$ cat src/rtl/inj_scan_pkg.sv
// Shared definitions for the injection scan sequencer: states, local register map,
// pulse-generator register offsets and loop-count helpers.
package inj_scan_pkg;

    localparam logic [7:0] VERSION = 8'h01;

    // Local (slave-side) register offsets
    localparam logic [3:0] REG_CTRL       = 4'd0;
    localparam logic [3:0] REG_STATUS     = 4'd1;
    localparam logic [3:0] REG_NFINE      = 4'd2;
    localparam logic [3:0] REG_NCOARSE    = 4'd3;
    localparam logic [3:0] REG_DSTART0    = 4'd4;
    localparam logic [3:0] REG_DSTART1    = 4'd5;
    localparam logic [3:0] REG_DSTART2    = 4'd6;
    localparam logic [3:0] REG_DSTART3    = 4'd7;
    localparam logic [3:0] REG_DSTEP      = 4'd8;
    localparam logic [3:0] REG_GAP0       = 4'd9;
    localparam logic [3:0] REG_GAP1       = 4'd10;
    localparam logic [3:0] REG_TMO0       = 4'd11;
    localparam logic [3:0] REG_TMO1       = 4'd12;
    localparam logic [3:0] REG_FINE_IDX   = 4'd13;
    localparam logic [3:0] REG_COARSE_IDX = 4'd14;

    // Pulse-generator register offsets (master side)
    localparam logic [7:0] TGT_DELAY  = 8'd3;
    localparam logic [7:0] TGT_PHASE  = 8'd15;
    localparam logic [7:0] TGT_START  = 8'd1;
    localparam logic [7:0] TGT_STATUS = 8'd1;

    typedef enum logic [3:0] {
        S_IDLE,
        S_WR_DLY,
        S_WR_PH,
`ifdef INJ_SCAN_EXT_TRIG_EN
        S_WAIT_TRIG,
`endif
        S_WR_START,
        S_SETTLE,
        S_POLL_RD,
        S_POLL_CHK,
        S_GAP,
        S_NEXT,
        S_FINISH
    } state_t;

    // Fine steps are bounded by the 16-bit phase pattern width.
    function automatic logic [4:0] eff_nfine(input logic [7:0] raw);
        if (raw == 8'd0)
            return 5'd1;
        else if (raw > 8'd16)
            return 5'd16;
        else
            return raw[4:0];
    endfunction

    function automatic logic [7:0] eff_ncoarse(input logic [7:0] raw);
        return (raw == 8'd0) ? 8'd1 : raw;
    endfunction

endpackage

$ cat src/rtl/inj_scan_bus_master.sv
// Master-port driver: registers one write or read strobe per cycle and captures
// the target's read data on the cycle after the read strobe.
module inj_scan_bus_master #(
    parameter int AW = 16
) (
    input  logic          clk_i,
    input  logic          rst_i,
    input  logic          wr_req_i,
    input  logic          rd_req_i,
    input  logic [AW-1:0] addr_i,
    input  logic [7:0]    wdata_i,
    output logic [AW-1:0] m_add_o,
    output logic [7:0]    m_data_o,
    output logic          m_wr_o,
    output logic          m_rd_o,
    input  logic [7:0]    m_data_i,
    output logic [7:0]    rd_data_o,
    output logic          rd_valid_o
);

    logic [AW-1:0] m_add_q;
    logic [7:0]    m_data_q;
    logic          m_wr_q;
    logic          m_rd_q;
    logic          rd_pend_q;
    logic [7:0]    rd_data_q;
    logic          rd_valid_q;

    always_ff @(posedge clk_i) begin
        if (rst_i) begin
            m_add_q    <= '0;
            m_data_q   <= 8'h00;
            m_wr_q     <= 1'b0;
            m_rd_q     <= 1'b0;
            rd_pend_q  <= 1'b0;
            rd_data_q  <= 8'h00;
            rd_valid_q <= 1'b0;
        end else begin
            m_wr_q     <= wr_req_i;
            m_rd_q     <= rd_req_i & ~wr_req_i;
            if (wr_req_i || rd_req_i)
                m_add_q <= addr_i;
            if (wr_req_i)
                m_data_q <= wdata_i;
            // Target presents read data in the cycle following M_RD.
            rd_pend_q  <= m_rd_q;
            rd_valid_q <= rd_pend_q;
            if (rd_pend_q)
                rd_data_q <= m_data_i;
        end
    end

    assign m_add_o    = m_add_q;
    assign m_data_o   = m_data_q;
    assign m_wr_o     = m_wr_q;
    assign m_rd_o     = m_rd_q;
    assign rd_data_o  = rd_data_q;
    assign rd_valid_o = rd_valid_q;

endmodule

$ cat src/rtl/inj_scan_sequencer.sv
// 2-D injection scan controller (coarse DELAY x fine PHASE) driving the pulse generator.
// Optional INJ_SCAN_EXT_TRIG_EN adds EXT_TRIG and waits for its rising edge before each START.
module inj_scan_sequencer
    import inj_scan_pkg::*;
#(
    parameter int                   ABUSWIDTH   = 16,
    parameter logic [ABUSWIDTH-1:0] TARGET_BASE = '0,
    parameter int                   SETTLE      = 16
) (
    input  logic                 BUS_CLK,
    input  logic                 BUS_RST,
`ifdef INJ_SCAN_EXT_TRIG_EN
    input  logic                 EXT_TRIG,
`endif
    input  logic [ABUSWIDTH-1:0] BUS_ADD,
    input  logic [7:0]           BUS_DATA_IN,
    output logic [7:0]           BUS_DATA_OUT,
    input  logic                 BUS_WR,
    input  logic                 BUS_RD,
    output logic [ABUSWIDTH-1:0] M_ADD,
    output logic [7:0]           M_DATA_OUT,
    input  logic [7:0]           M_DATA_IN,
    output logic                 M_WR,
    output logic                 M_RD,
    output logic                 BUSY
);

    localparam logic [15:0] SETTLE_LOAD = 16'(SETTLE - 1);

    state_t      state_q, state_d;
    logic [1:0]  byte_q, byte_d;
    logic [15:0] cnt_q, cnt_d;
    logic [23:0] to_q, to_d;
    logic [3:0]  fine_q, fine_d;
    logic [7:0]  coarse_q, coarse_d;
    logic [31:0] acc_q, acc_d;
    logic        done_q, done_d;
    logic        error_q, error_d;

    logic [7:0]  nfine_q, ncoarse_q, dstep_q, rdata_q;
    logic [31:0] dstart_q;
    logic [15:0] gap_q, tmo_q;

    logic                 local_sel, soft_rst, start_wr, cfg_wr, rst_all;
    logic                 wr_req, rd_req, rd_valid, timing, last_fine, last_coarse;
    logic [7:0]           m_off, m_wdata, rd_data, rd_mux;
    logic [15:0]          phase;
    logic [ABUSWIDTH-1:0] m_addr;
    logic                 unused_rd_bits;

    assign local_sel = (BUS_ADD[ABUSWIDTH-1:4] == '0);
    assign soft_rst  = BUS_WR && local_sel && (BUS_ADD[3:0] == REG_CTRL);
    assign start_wr  = BUS_WR && local_sel && (BUS_ADD[3:0] == REG_STATUS);
    assign cfg_wr    = BUS_WR && local_sel && !BUSY;
    assign rst_all   = BUS_RST || soft_rst;
    assign BUSY      = (state_q != S_IDLE);

    assign phase       = 16'hFFFF << fine_q;
    assign last_fine   = ({1'b0, fine_q} == (eff_nfine(nfine_q) - 5'd1));
    assign last_coarse = (coarse_q == (eff_ncoarse(ncoarse_q) - 8'd1));
    assign timing      = (state_q == S_SETTLE) || (state_q == S_POLL_RD) || (state_q == S_POLL_CHK);
    assign m_addr      = TARGET_BASE + {{(ABUSWIDTH-8){1'b0}}, m_off};
    assign unused_rd_bits = ^rd_data[7:1];

    always_comb begin
        rd_mux = 8'h00;
        if (local_sel) begin
            case (BUS_ADD[3:0])
                REG_CTRL:       rd_mux = VERSION;
                REG_STATUS:     rd_mux = {6'b0, error_q, done_q};
                REG_NFINE:      rd_mux = nfine_q;
                REG_NCOARSE:    rd_mux = ncoarse_q;
                REG_DSTART0:    rd_mux = dstart_q[7:0];
                REG_DSTART1:    rd_mux = dstart_q[15:8];
                REG_DSTART2:    rd_mux = dstart_q[23:16];
                REG_DSTART3:    rd_mux = dstart_q[31:24];
                REG_DSTEP:      rd_mux = dstep_q;
                REG_GAP0:       rd_mux = gap_q[7:0];
                REG_GAP1:       rd_mux = gap_q[15:8];
                REG_TMO0:       rd_mux = tmo_q[7:0];
                REG_TMO1:       rd_mux = tmo_q[15:8];
                REG_FINE_IDX:   rd_mux = {4'b0, fine_q};
                REG_COARSE_IDX: rd_mux = coarse_q;
                default:        rd_mux = 8'h00;
            endcase
        end
    end

    always_ff @(posedge BUS_CLK) begin
        if (rst_all) begin
            nfine_q   <= 8'd1;
            ncoarse_q <= 8'd1;
            dstart_q  <= 32'h0;
            dstep_q   <= 8'h00;
            gap_q     <= 16'h0;
            tmo_q     <= 16'h0;
            rdata_q   <= 8'h00;
        end else begin
            if (cfg_wr) begin
                case (BUS_ADD[3:0])
                    REG_NFINE:   nfine_q          <= BUS_DATA_IN;
                    REG_NCOARSE: ncoarse_q        <= BUS_DATA_IN;
                    REG_DSTART0: dstart_q[7:0]    <= BUS_DATA_IN;
                    REG_DSTART1: dstart_q[15:8]   <= BUS_DATA_IN;
                    REG_DSTART2: dstart_q[23:16]  <= BUS_DATA_IN;
                    REG_DSTART3: dstart_q[31:24]  <= BUS_DATA_IN;
                    REG_DSTEP:   dstep_q          <= BUS_DATA_IN;
                    REG_GAP0:    gap_q[7:0]       <= BUS_DATA_IN;
                    REG_GAP1:    gap_q[15:8]      <= BUS_DATA_IN;
                    REG_TMO0:    tmo_q[7:0]       <= BUS_DATA_IN;
                    REG_TMO1:    tmo_q[15:8]      <= BUS_DATA_IN;
                    default: ;
                endcase
            end
            if (BUS_RD)
                rdata_q <= rd_mux;
        end
    end

    assign BUS_DATA_OUT = rdata_q;

`ifdef INJ_SCAN_EXT_TRIG_EN
    logic trig_q;
    always_ff @(posedge BUS_CLK) begin
        if (BUS_RST)
            trig_q <= 1'b0;
        else
            trig_q <= EXT_TRIG;
    end
`endif

    always_comb begin
        state_d  = state_q;
        byte_d   = byte_q;
        cnt_d    = cnt_q;
        to_d     = to_q;
        fine_d   = fine_q;
        coarse_d = coarse_q;
        acc_d    = acc_q;
        done_d   = done_q;
        error_d  = error_q;
        wr_req   = 1'b0;
        rd_req   = 1'b0;
        m_off    = 8'h00;
        m_wdata  = 8'h00;

        case (state_q)
            S_IDLE: begin
                if (start_wr) begin
                    state_d  = S_WR_DLY;
                    byte_d   = 2'd0;
                    fine_d   = 4'd0;
                    coarse_d = 8'd0;
                    acc_d    = dstart_q;
                    done_d   = 1'b0;
                    error_d  = 1'b0;
                end
            end
            S_WR_DLY: begin
                wr_req  = 1'b1;
                m_off   = TGT_DELAY + {6'b0, byte_q};
                m_wdata = acc_q[{byte_q, 3'b000} +: 8];
                byte_d  = byte_q + 2'd1;
                if (byte_q == 2'd3)
                    state_d = S_WR_PH;
            end
            S_WR_PH: begin
                wr_req  = 1'b1;
                m_off   = TGT_PHASE + {7'b0, byte_q[0]};
                m_wdata = byte_q[0] ? phase[15:8] : phase[7:0];
                byte_d  = byte_q + 2'd1;
                if (byte_q[0]) begin
                    byte_d = 2'd0;
`ifdef INJ_SCAN_EXT_TRIG_EN
                    state_d = S_WAIT_TRIG;
`else
                    state_d = S_WR_START;
`endif
                end
            end
`ifdef INJ_SCAN_EXT_TRIG_EN
            S_WAIT_TRIG: begin
                if (EXT_TRIG && !trig_q)
                    state_d = S_WR_START;
            end
`endif
            S_WR_START: begin
                wr_req  = 1'b1;
                m_off   = TGT_START;
                m_wdata = 8'h01;
                to_d    = {tmo_q, 8'h00};
                cnt_d   = SETTLE_LOAD;
                state_d = S_SETTLE;
            end
            S_SETTLE: begin
                if (cnt_q == 16'h0)
                    state_d = S_POLL_RD;
                else
                    cnt_d = cnt_q - 16'd1;
            end
            S_POLL_RD: begin
                rd_req  = 1'b1;
                m_off   = TGT_STATUS;
                state_d = S_POLL_CHK;
            end
            S_POLL_CHK: begin
                if (rd_valid) begin
                    if (!rd_data[0]) begin
                        state_d = S_POLL_RD;
                    end else if (gap_q == 16'h0) begin
                        state_d = S_NEXT;
                    end else begin
                        cnt_d   = gap_q - 16'd1;
                        state_d = S_GAP;
                    end
                end
            end
            S_GAP: begin
                if (cnt_q == 16'h0)
                    state_d = S_NEXT;
                else
                    cnt_d = cnt_q - 16'd1;
            end
            S_NEXT: begin
                if (!last_fine) begin
                    fine_d  = fine_q + 4'd1;
                    state_d = S_WR_DLY;
                end else if (!last_coarse) begin
                    fine_d   = 4'd0;
                    coarse_d = coarse_q + 8'd1;
                    acc_d    = acc_q + {24'h0, dstep_q};
                    state_d  = S_WR_DLY;
                end else begin
                    state_d = S_FINISH;
                end
            end
            S_FINISH: begin
                done_d  = 1'b1;
                state_d = S_IDLE;
            end
            default: state_d = S_IDLE;
        endcase

        // Step timeout spans START through DONE; a zero TIMEOUT disables it.
        if (timing && (tmo_q != 16'h0)) begin
            if (to_q == 24'h0) begin
                state_d = S_IDLE;
                error_d = 1'b1;
                done_d  = 1'b1;
                rd_req  = 1'b0;
            end else begin
                to_d = to_q - 24'd1;
            end
        end
    end

    always_ff @(posedge BUS_CLK) begin
        if (rst_all) begin
            state_q  <= S_IDLE;
            byte_q   <= 2'd0;
            cnt_q    <= 16'h0;
            to_q     <= 24'h0;
            fine_q   <= 4'd0;
            coarse_q <= 8'd0;
            acc_q    <= 32'h0;
            done_q   <= 1'b1;
            error_q  <= 1'b0;
        end else begin
            state_q  <= state_d;
            byte_q   <= byte_d;
            cnt_q    <= cnt_d;
            to_q     <= to_d;
            fine_q   <= fine_d;
            coarse_q <= coarse_d;
            acc_q    <= acc_d;
            done_q   <= done_d;
            error_q  <= error_d;
        end
    end

    inj_scan_bus_master #(
        .AW (ABUSWIDTH)
    ) u_master (
        .clk_i      (BUS_CLK),
        .rst_i      (rst_all),
        .wr_req_i   (wr_req),
        .rd_req_i   (rd_req),
        .addr_i     (m_addr),
        .wdata_i    (m_wdata),
        .m_add_o    (M_ADD),
        .m_data_o   (M_DATA_OUT),
        .m_wr_o     (M_WR),
        .m_rd_o     (M_RD),
        .m_data_i   (M_DATA_IN),
        .rd_data_o  (rd_data),
        .rd_valid_o (rd_valid)
    );

endmodule
$ cat config.mk
export PLATFORM = sky130hd
export DESIGN_NAME = inj_scan_sequencer
export DESIGN_NICKNAME = d
export VERILOG_FILES = /design/src/rtl/inj_scan_pkg.sv /design/src/rtl/inj_scan_bus_master.sv /design/src/rtl/inj_scan_sequencer.sv
export SDC_FILE = /design/constraint.sdc
export NUM_CORES = 1
export LEC_CHECK = 0
export CORE_MARGIN = 10
export CORE_UTILIZATION = 50
export CTS_CLUSTER_DIAMETER = 100
export DETAILED_ROUTE_END_ITERATION = 10
export PLACE_DENSITY = 0.81
export SLEW_MARGIN = 0
export SYNTH_ARGS = -nofsm -noshare
export SYNTH_HDL_FRONTEND = slang
export SYNTH_SLANG_ARGS = --single-unit
$ cat constraint.sdc
create_clock -name BUS_CLK -period 7 [get_ports BUS_CLK]
set_clock_uncertainty 0.2 [all_clocks]
set_input_delay 1.4 -clock BUS_CLK [delete_from_list [all_inputs] [get_ports BUS_CLK]]
set_output_delay 1.4 -clock BUS_CLK [all_outputs]
set_load 0.02 [all_outputs]
==> impl_metrics.csv, run 1 <==
group,metric,value,unit
finish,area_delta_synth_final,11.36,%
synthesis,netlist-cell-type-count,90,
status,outcome,"complete, no violations",
finish,post_route_cells_drive_above_1_share,0.06876,
sta,worst-slew-pin-transition,1160,ps
hold_path,timing.hold.worst.class,"register to register",
die,core_region_area,0.02418,mm²
die,initial_utilization,0.5062,
synthesis,synth_seq_area_share,0.3370,
clocking,cts_resized,0,
global_routing,grt.total_usage,0.2383,
routing,routed-via-count,12250,
critical_path,cp-start-kind,"input port",
critical_path,ff2ff_setup_slack,2390,ps
critical_path,endpoint_required_time_on_the_critical_path,7170,ps
critical_path,crit_fanout,31,
clocking,cts_made_buffers,23,
placement,globalplace.congestion,1.002,
flow_run,drv.max_cap_violation_count,0,
synthesis,yosys.area.top_type,"dfxtp_1",
routing,dr.first_iter.drc_count,1944,
power,power.total,2547,µW
finish,diodes,0,
global_routing,antenna_found_initial,0,
critical_path,worst-setup-path-type,"input port to register",
sta,final_min_period_over_clock_period,0.6593,
routing,first_pass_iters,8,
critical_path,critical_path.cell_chain,"clkdlybuf4s50_1 -> buf_4 -> nor2_1 -> nand2_1 -> nor3_2 -> buf_4 -> nor2_1 -> a21o_1 -> buf_4 -> nor2_4 -> a311oi_1",
sta,hold_viol,0,
routing,drt_drc_violations_left,0,
synthesis,synth_top_cells_by_area,"dfxtp_1 (34%), mux2i_1 (7.1%), nor2_1 (5.7%)",
sta,layout_min_cycle_time,4615,ps
clocking,clock_latency,530,ps
global_routing,gr-total-overflow,0,
die,count_of_pins_on_the_block_boundary,71,
clocking,cts_root_buffer_type,"clkbuf_16",
critical_path,worst_r2r_path_depth,11,
die,fp.dieH,176.4,µm
sta,rsz0062_at_grt,"no",
synthesis,yosysTopAreaCellShare,0.3370,
sta,max_clock_freq,216.7,MHz
global_routing,grt_pass1_wl,61260,µm
critical_path,timing.rr.start,"nfine_q[7]$_SDFFE_PP0P_",
sta,final_max_slew_viol_count,0,
clocking,clock_sinks,206,
critical_path,worstSetupEndpointType,"register",
routing,drt_wl_total,39160,µm
critical_path,worst_ep_arrival_time,4780,ps
synthesis,ys_warnings,0,
global_routing,grt_max_degree,70,
routing,post_detailed_route_count_of_antenna_violating_nets,0,
clocking,tritoncts,"yes",
die,placementRows,57,
critical_path,cpPeakStageDelay,600,ps
routing,via_per_inst,6.619,
synthesis,synth_async_sr_flop_share,0,
placement,post_dp_hpwl,27020,µm
synthesis,postSynthCellCount,1524,
critical_path,critical_path.startpoint,"BUS_ADD[3]",
sta,worst_slew_margin_rel,0.2202,
finish,num-nets-final,1567,
synthesis,predominant_post_synthesis_flop_cell,"dfxtp_1",
die,die_width,176.4,µm
sta,timing.final.setup_violations,0,
finish,core_utilization_of_the_finished_layout,0.5637,
clocking,holdBufCountCts,0,
synthesis,flops_latches_synth,206,
power,pd_cells,186.9,mW/mm²
placement,port_buffers,52,
clocking,clk_path_buf_depth,3,
synthesis,postSynthAreaPerCell,8.030,µm²
synthesis,mapped_cell_area,0.01224,mm²
global_routing,via_count_of_the_first_global_routing_pass,11430,
clocking,clk_pin_slew_worst_paths,60,ps
critical_path,worst_path_most_repeated_cell,"buf_4",
clocking,cts_max_level,1,
critical_path,cp-endpoint,"acc_q[7]$_SDFFE_PP0P_",
sta,totalNegativeSetupSlack,0,ps
clocking,cts_setup_buffers,0,
power,vdd.ir_drop.worst,190.0,µV
routing,routed_wire_length_per_instance,21.15,µm
hold_path,hp-start,"u_master.m_data_o[5]$_SDFFE_PP0N_",
synthesis,synth_edf_count,0,
critical_path,worst_path_max_delay_cell,"nor2_1",
power,total_leakage_power,0.004541,µW
die,dieArea,0.03113,mm²
critical_path,r2r-end,"acc_q[23]$_SDFFE_PP0P_",
hold_path,whs_path_depth,2,
critical path: cells and delay by family:
family                 cells  cell delay (ps)
AOI/OAI and AO/OA          2              630
buffers and inverters      4             1250
and+or+nand+nor            5             1460
synth_stat cells (all sizes together), types with 10 or more instances:
| cell | number |
|---|---|
| a211oi | 15 |
| a21oi | 124 |
| a22oi | 25 |
| a31oi | 27 |
| and2 | 20 |
| and3 | 19 |
| buf | 34 |
| clkbuf | 83 |
| dfxtp | 206 |
| ha | 20 |
| inv | 22 |
| mux2i | 87 |
| nand2 | 150 |
| nand2b | 24 |
| nand3 | 38 |
| nand4 | 17 |
| nor2 | 186 |
| nor2b | 31 |
| nor3 | 57 |
| nor4 | 24 |
| o211ai | 13 |
| o21ai | 67 |
| o221a | 10 |
| o22ai | 15 |
| o31ai | 11 |
| or3 | 20 |
| xnor2 | 17 |
| xor2 | 12 |
power breakdown:
part	total (µW)	internal [µW]	switching [µW]
clock network	1250	726	526
logic	119	34.7	84.2
registers	1180	1170	3.06
total	2550	1930	613
through the flow:
| stage | std cells | instance area, µm² | hold slack [ps] | setup slack, ps |
|---|---|---|---|---|
| after floorplan | 1534 | 12280 | 229.1 | 3292 |
| after global placement | 1809 | 12850 | 238.6 | 2107 |
| after detailed placement | 1809 | 12850 | 248.7 | 2000 |
| after CTS | 1851 | 13630 | 257.1 | 2499 |
| after global routing | 1851 | 13630 | 278.3 | 2255 |
| final | 1851 | 13630 | 255.4 | 2385 |
cell usage in the layout, fill, tap and decap left out, types with 7 or more instances in the layout:
cell type	n
nor4_1	20
mux4_2	8
o221a_1	10
xnor2_1	17
ha_1	20
nand2_1	149
o21ai_1	11
a32oi_1	9
o21ai_0	56
a21o_1	8
buf_4	16
and2_1	15
nand2b_1	24
mux2_2	7
a211oi_1	14
mux2i_1	87
a222oi_1	9
dfxtp_1	206
a31oi_1	27
xor2_1	12
conb_1	11
nor2b_1	31
clkdlybuf4s50_1	52
nor3_2	16
inv_1	21
a21oi_1	124
o211ai_1	12
a22oi_1	25
a311oi_1	7
o31ai_1	11
nor2_1	185
nand3_1	37
clkbuf_16	23
o22ai_1	15
or3_1	20
and3_1	19
nor3_1	39
nand4_1	17
cell families after synthesis:
group	after synthesis	share of synthesized area
fa+ha+maj	26	0.02617
flops	206	0.3370
xor+xnor	29	0.02075
compound gates	412	0.2257
buf+inv	140	0.04907
mux	102	0.09232
other cells	1	0.0003064
simple gates	608	0.2486
cell type report:
class                      count  area (µm²)
multi-input combinational   1188        7594
clock inverter                13       140.1
sequential                   206        4124
clock buffer                  29       638.1
tap                          324       405.4
inverter                      23       86.33
timing repair buffer          68       640.6
fill                        2183       10550
metal layers:
layer / vias to the layer above / track usage / routed length [µm]
li1: 5573 / - / -
met1: 5786 / 0.3236 / 15890
met2: 773 / 0.3703 / 17110
met3: 119 / 0.04507 / 4596
met4: 0 / 0.08476 / 1553
met5: - / 0 / 0
state kept, by name, summed over array words and instances (netlist names), 2 cells and up:
| register | cells |
|---|---|
| tmo_q | 16 |
| nfine_q | 8 |
| u_master.m_add_o | 5 |
| ncoarse_q | 8 |
| to_q | 24 |
| state_q | 4 |
| dstep_q | 8 |
| fine_q | 4 |
| u_master.m_data_o | 8 |
| gap_q | 16 |
| dstart_q | 32 |
| BUS_DATA_OUT | 8 |
| coarse_q | 8 |
| byte_q | 2 |
| cnt_q | 16 |
| acc_q | 32 |
worst min-delay path by stage:
stage,slack [ps],endpoint
floorplan,230,cnt_q[5]$_SDFFE_PP0P_
global placement,240,u_master.m_add_o[0]$_SDFFE_PP0P_
detailed placement,250,error_q$_SDFF_PP0_
CTS,260,error_q$_SDFF_PP0_
global route,280,u_master.rd_pend_q$_SDFF_PP0_
finish,260,u_master.m_data_o[5]$_SDFFE_PP0N_
(Power assumes the default switching activity.)
==> run 2, diff against run 1 <==
--- a/config.mk
+++ b/config.mk
@@ -9,7 +9,7 @@
 export CORE_UTILIZATION = 50
 export CTS_CLUSTER_DIAMETER = 100
 export DETAILED_ROUTE_END_ITERATION = 10
-export PLACE_DENSITY = 0.81
+export PLACE_DENSITY = 0.83
 export SLEW_MARGIN = 0
 export SYNTH_ARGS = -nofsm -noshare
 export SYNTH_HDL_FRONTEND = slang
==> constraint.sdc (replaced) <==
create_clock -name BUS_CLK -period 3.89 [get_ports BUS_CLK]
set_clock_uncertainty 0.2 [all_clocks]
set_input_delay 0.778 -clock BUS_CLK [delete_from_list [all_inputs] [get_ports BUS_CLK]]
set_output_delay 0.778 -clock BUS_CLK [all_outputs]
set_load 0.02 [all_outputs]
==> impl_metrics.csv, run 2 (synthesized netlist as in run 1, its figures left out) <==
group,metric,value,unit
status,outcome,"complete, no violations",
critical_path,timing.rr.start,"ncoarse_q[1]$_SDFFE_PP0P_",
power,share_seq_of_total_power,0.454,
power,total_leakage_power,0.004805,µW
global_routing,via_count_of_the_first_global_routing_pass,11370,
die,placementRows,57,
sta,worst-slew-pin-transition,930.0,ps
power,cell_internal_pwr,3552,µW
clocking,clk_pin_slew_worst_paths,60,ps
sta,rsz0062_at_grt,"no",
clocking,clk_path_buf_depth,3,
placement,post_dp_hpwl,28670,µm
die,core_region_area,0.02418,mm²
routing,routed-via-count,12410,
clocking,cts_max_level,1,
power,power.total,4656,µW
clocking,cts_resized,1,
clocking,holdBufCountCts,0,
critical_path,worstSetupEndpointType,"register",
clocking,cts_made_buffers,23,
sta,timing.final.setup_violations,0,
critical_path,r2r-end,"acc_q[11]$_SDFFE_PP0P_",
clocking,tritoncts,"yes",
routing,first_pass_iters,6,
placement,globalplace.congestion,1.041,
critical_path,endpoint_required_time_on_the_critical_path,4090,ps
routing,via_per_inst,6.548,
die,fp.dieH,176.4,µm
power,switching_power,1103,µW
sta,layout_min_cycle_time,3672,ps
placement,dpl_cell_area,0.01322,mm²
finish,multiInputGateArea,0.007614,mm²
critical_path,worst_ep_arrival_time,3880,ps
sta,final_max_slew_viol_count,0,
clocking,cts_root_buffer_type,"clkbuf_16",
clocking,clock_latency,520,ps
power,power_share_of_the_clock_group,0.497,
power,combPwrFrac,0.049,
critical_path,cp-start-kind,"register",
finish,num-nets-final,1613,
clocking,clock_sinks,206,
global_routing,grt_pass1_wl,62650,µm
routing,dr.first_iter.drc_count,1836,
power,pd_cells,332.0,mW/mm²
sta,hold_viol,0,
global_routing,grt.total_usage,0.2446,
finish,diodes,0,
critical_path,worst_r2r_path_depth,11,
die,initial_utilization,0.5062,
finish,fillerInstances,2107,
finish,mostFrequentLayoutCells,"dfxtp_1 (206), nor2_1 (185), nand2_1 (149)",
power,proportion_of_total_power_due_to_net_switching,0.2370,
die,dieArea,0.03113,mm²
global_routing,grt_max_degree,51,
hold_path,hp-start,"u_master.m_data_o[1]$_SDFFE_PP0N_",
finish,finish.instance_area,0.01402,mm²
routing,routed_wire_length_per_instance,21.16,µm
clocking,cts_setup_buffers,0,
finish,layout.cells.most_common,"dfxtp_1",
critical_path,worst-setup-path-type,"register to register",
placement,placed_cells_incl_taps,1855,
finish,layout.area.seq,0.004124,mm²
critical_path,crit_fanout,9,
global_routing,antenna_found_initial,0,
sta,worst_slew_margin_rel,0.3777,
sta,finalHoldWorstSlack,251.5,ps
flow_run,drv.max_cap_violation_count,0,
die,die_width,176.4,µm
hold_path,endpoint_worst_hold,"u_master.m_data_o[1]$_SDFFE_PP0N_",
power,vdd.ir_drop.worst,396.6,µV
critical_path,critical_path.startpoint,"ncoarse_q[1]$_SDFFE_PP0P_",
finish,reg_top3,"acc_q x32, dstart_q x32, to_q x24",
global_routing,gr-total-overflow,0,
critical_path,ff2ff_setup_slack,220,ps
finish,stdcell_count,1895,
finish,post_route_cells_drive_above_1_share,0.09612,
routing,post_detailed_route_count_of_antenna_violating_nets,0,
sta,totalNegativeSetupSlack,0,ps
routing,drt_drc_violations_left,0,
placement,port_buffers,52,
die,count_of_pins_on_the_block_boundary,71,
sta,max_clock_freq,272.3,MHz
finish,area_delta_synth_final,14.59,%
hold_path,whs_path_depth,2,
routing,drt_wl_total,40090,µm
hold_path,timing.hold.worst.class,"register to register",
sta,final_min_period_over_clock_period,0.9440,
run 2: cell types whose count changed in the layout (fill, tap and decap cells not counted), moves of 2 or more:
cell	previous run	this run
buf_4	16	60
buf_12	0	2
bufinv_16	2	4
clkinvlp_4	1	3
clkbuf_8	4	1
run 2: worst max path at each step:
stage                                   endpoint  cells past startpoint
after floorplan           acc_q[24]$_SDFFE_PP0P_                     12
after global placement    acc_q[11]$_SDFFE_PP0P_                     11
after detailed placement  acc_q[11]$_SDFFE_PP0P_                     11
after CTS                 acc_q[11]$_SDFFE_PP0P_                     11
after global routing      acc_q[11]$_SDFFE_PP0P_                     11
final                     acc_q[11]$_SDFFE_PP0P_                     11
run 2: area by class of cell:
class	count	area share
repair buffers	114	0.07209
clock buffers	25	0.04229
multi-input cells	1188	0.5429
flip-flops and latches	206	0.2941
clock inverters	15	0.01356
inverters	23	0.006156
well taps	324	0.02891
run 2: power by group through the flow:
stage / combinational, µW / clock (µW) / sequential (µW)
after floorplan: 138 / 0 / 2160
after global placement: 216 / 0 / 2160
after detailed placement: 218 / 0 / 2160
after CTS: 220 / 2310 / 2120
after global routing: 239 / 2390 / 2110
final: 228 / 2310 / 2120
run 2: worst max-delay path, cell delays in order, from the launching register on:
cell and delay, ps:
dfxtp_1 310, or4_4 570, o41a_1 390, ha_1 270, nor2b_1 140, or3_1 340
a31oi_1 270, and3_1 240, and3_4 320, buf_4 210, nor3_1 70, o221a_1 240
run 2: routing by layer:
| metal | track usage | up-vias | wire length (µm) |
|---|---|---|---|
| met1 | 0.3334 | 5897 | 16360 |
| met3 | 0.04015 | 125 | 4358 |
| met5 | 0 | - | 0 |
| met2 | 0.3799 | 718 | 17750 |
| met4 | 0.09352 | 0 | 1626 |
| li1 | - | 5668 | - |
run 2: metrics by stage:
stage	worst slack, ps	utilization
after floorplan	519.2	-
after global placement	69.73	0.5468
after detailed placement	21.64	0.5468
after CTS	199.8	0.5792
after global routing	32.16	0.5800
final	218.0	0.5800
==> run 3, diff against run 2 <==
--- a/config.mk
+++ b/config.mk
@@ -9,6 +9,7 @@
 export CORE_UTILIZATION = 50
 export CTS_CLUSTER_DIAMETER = 100
 export DETAILED_ROUTE_END_ITERATION = 10
+export HOLD_SLACK_MARGIN = 0.15
 export PLACE_DENSITY = 0.83
 export SLEW_MARGIN = 0
 export SYNTH_ARGS = -nofsm -noshare
==> results of run 3 <==
Final layout, timing and power as in run 2 (identical DEF).
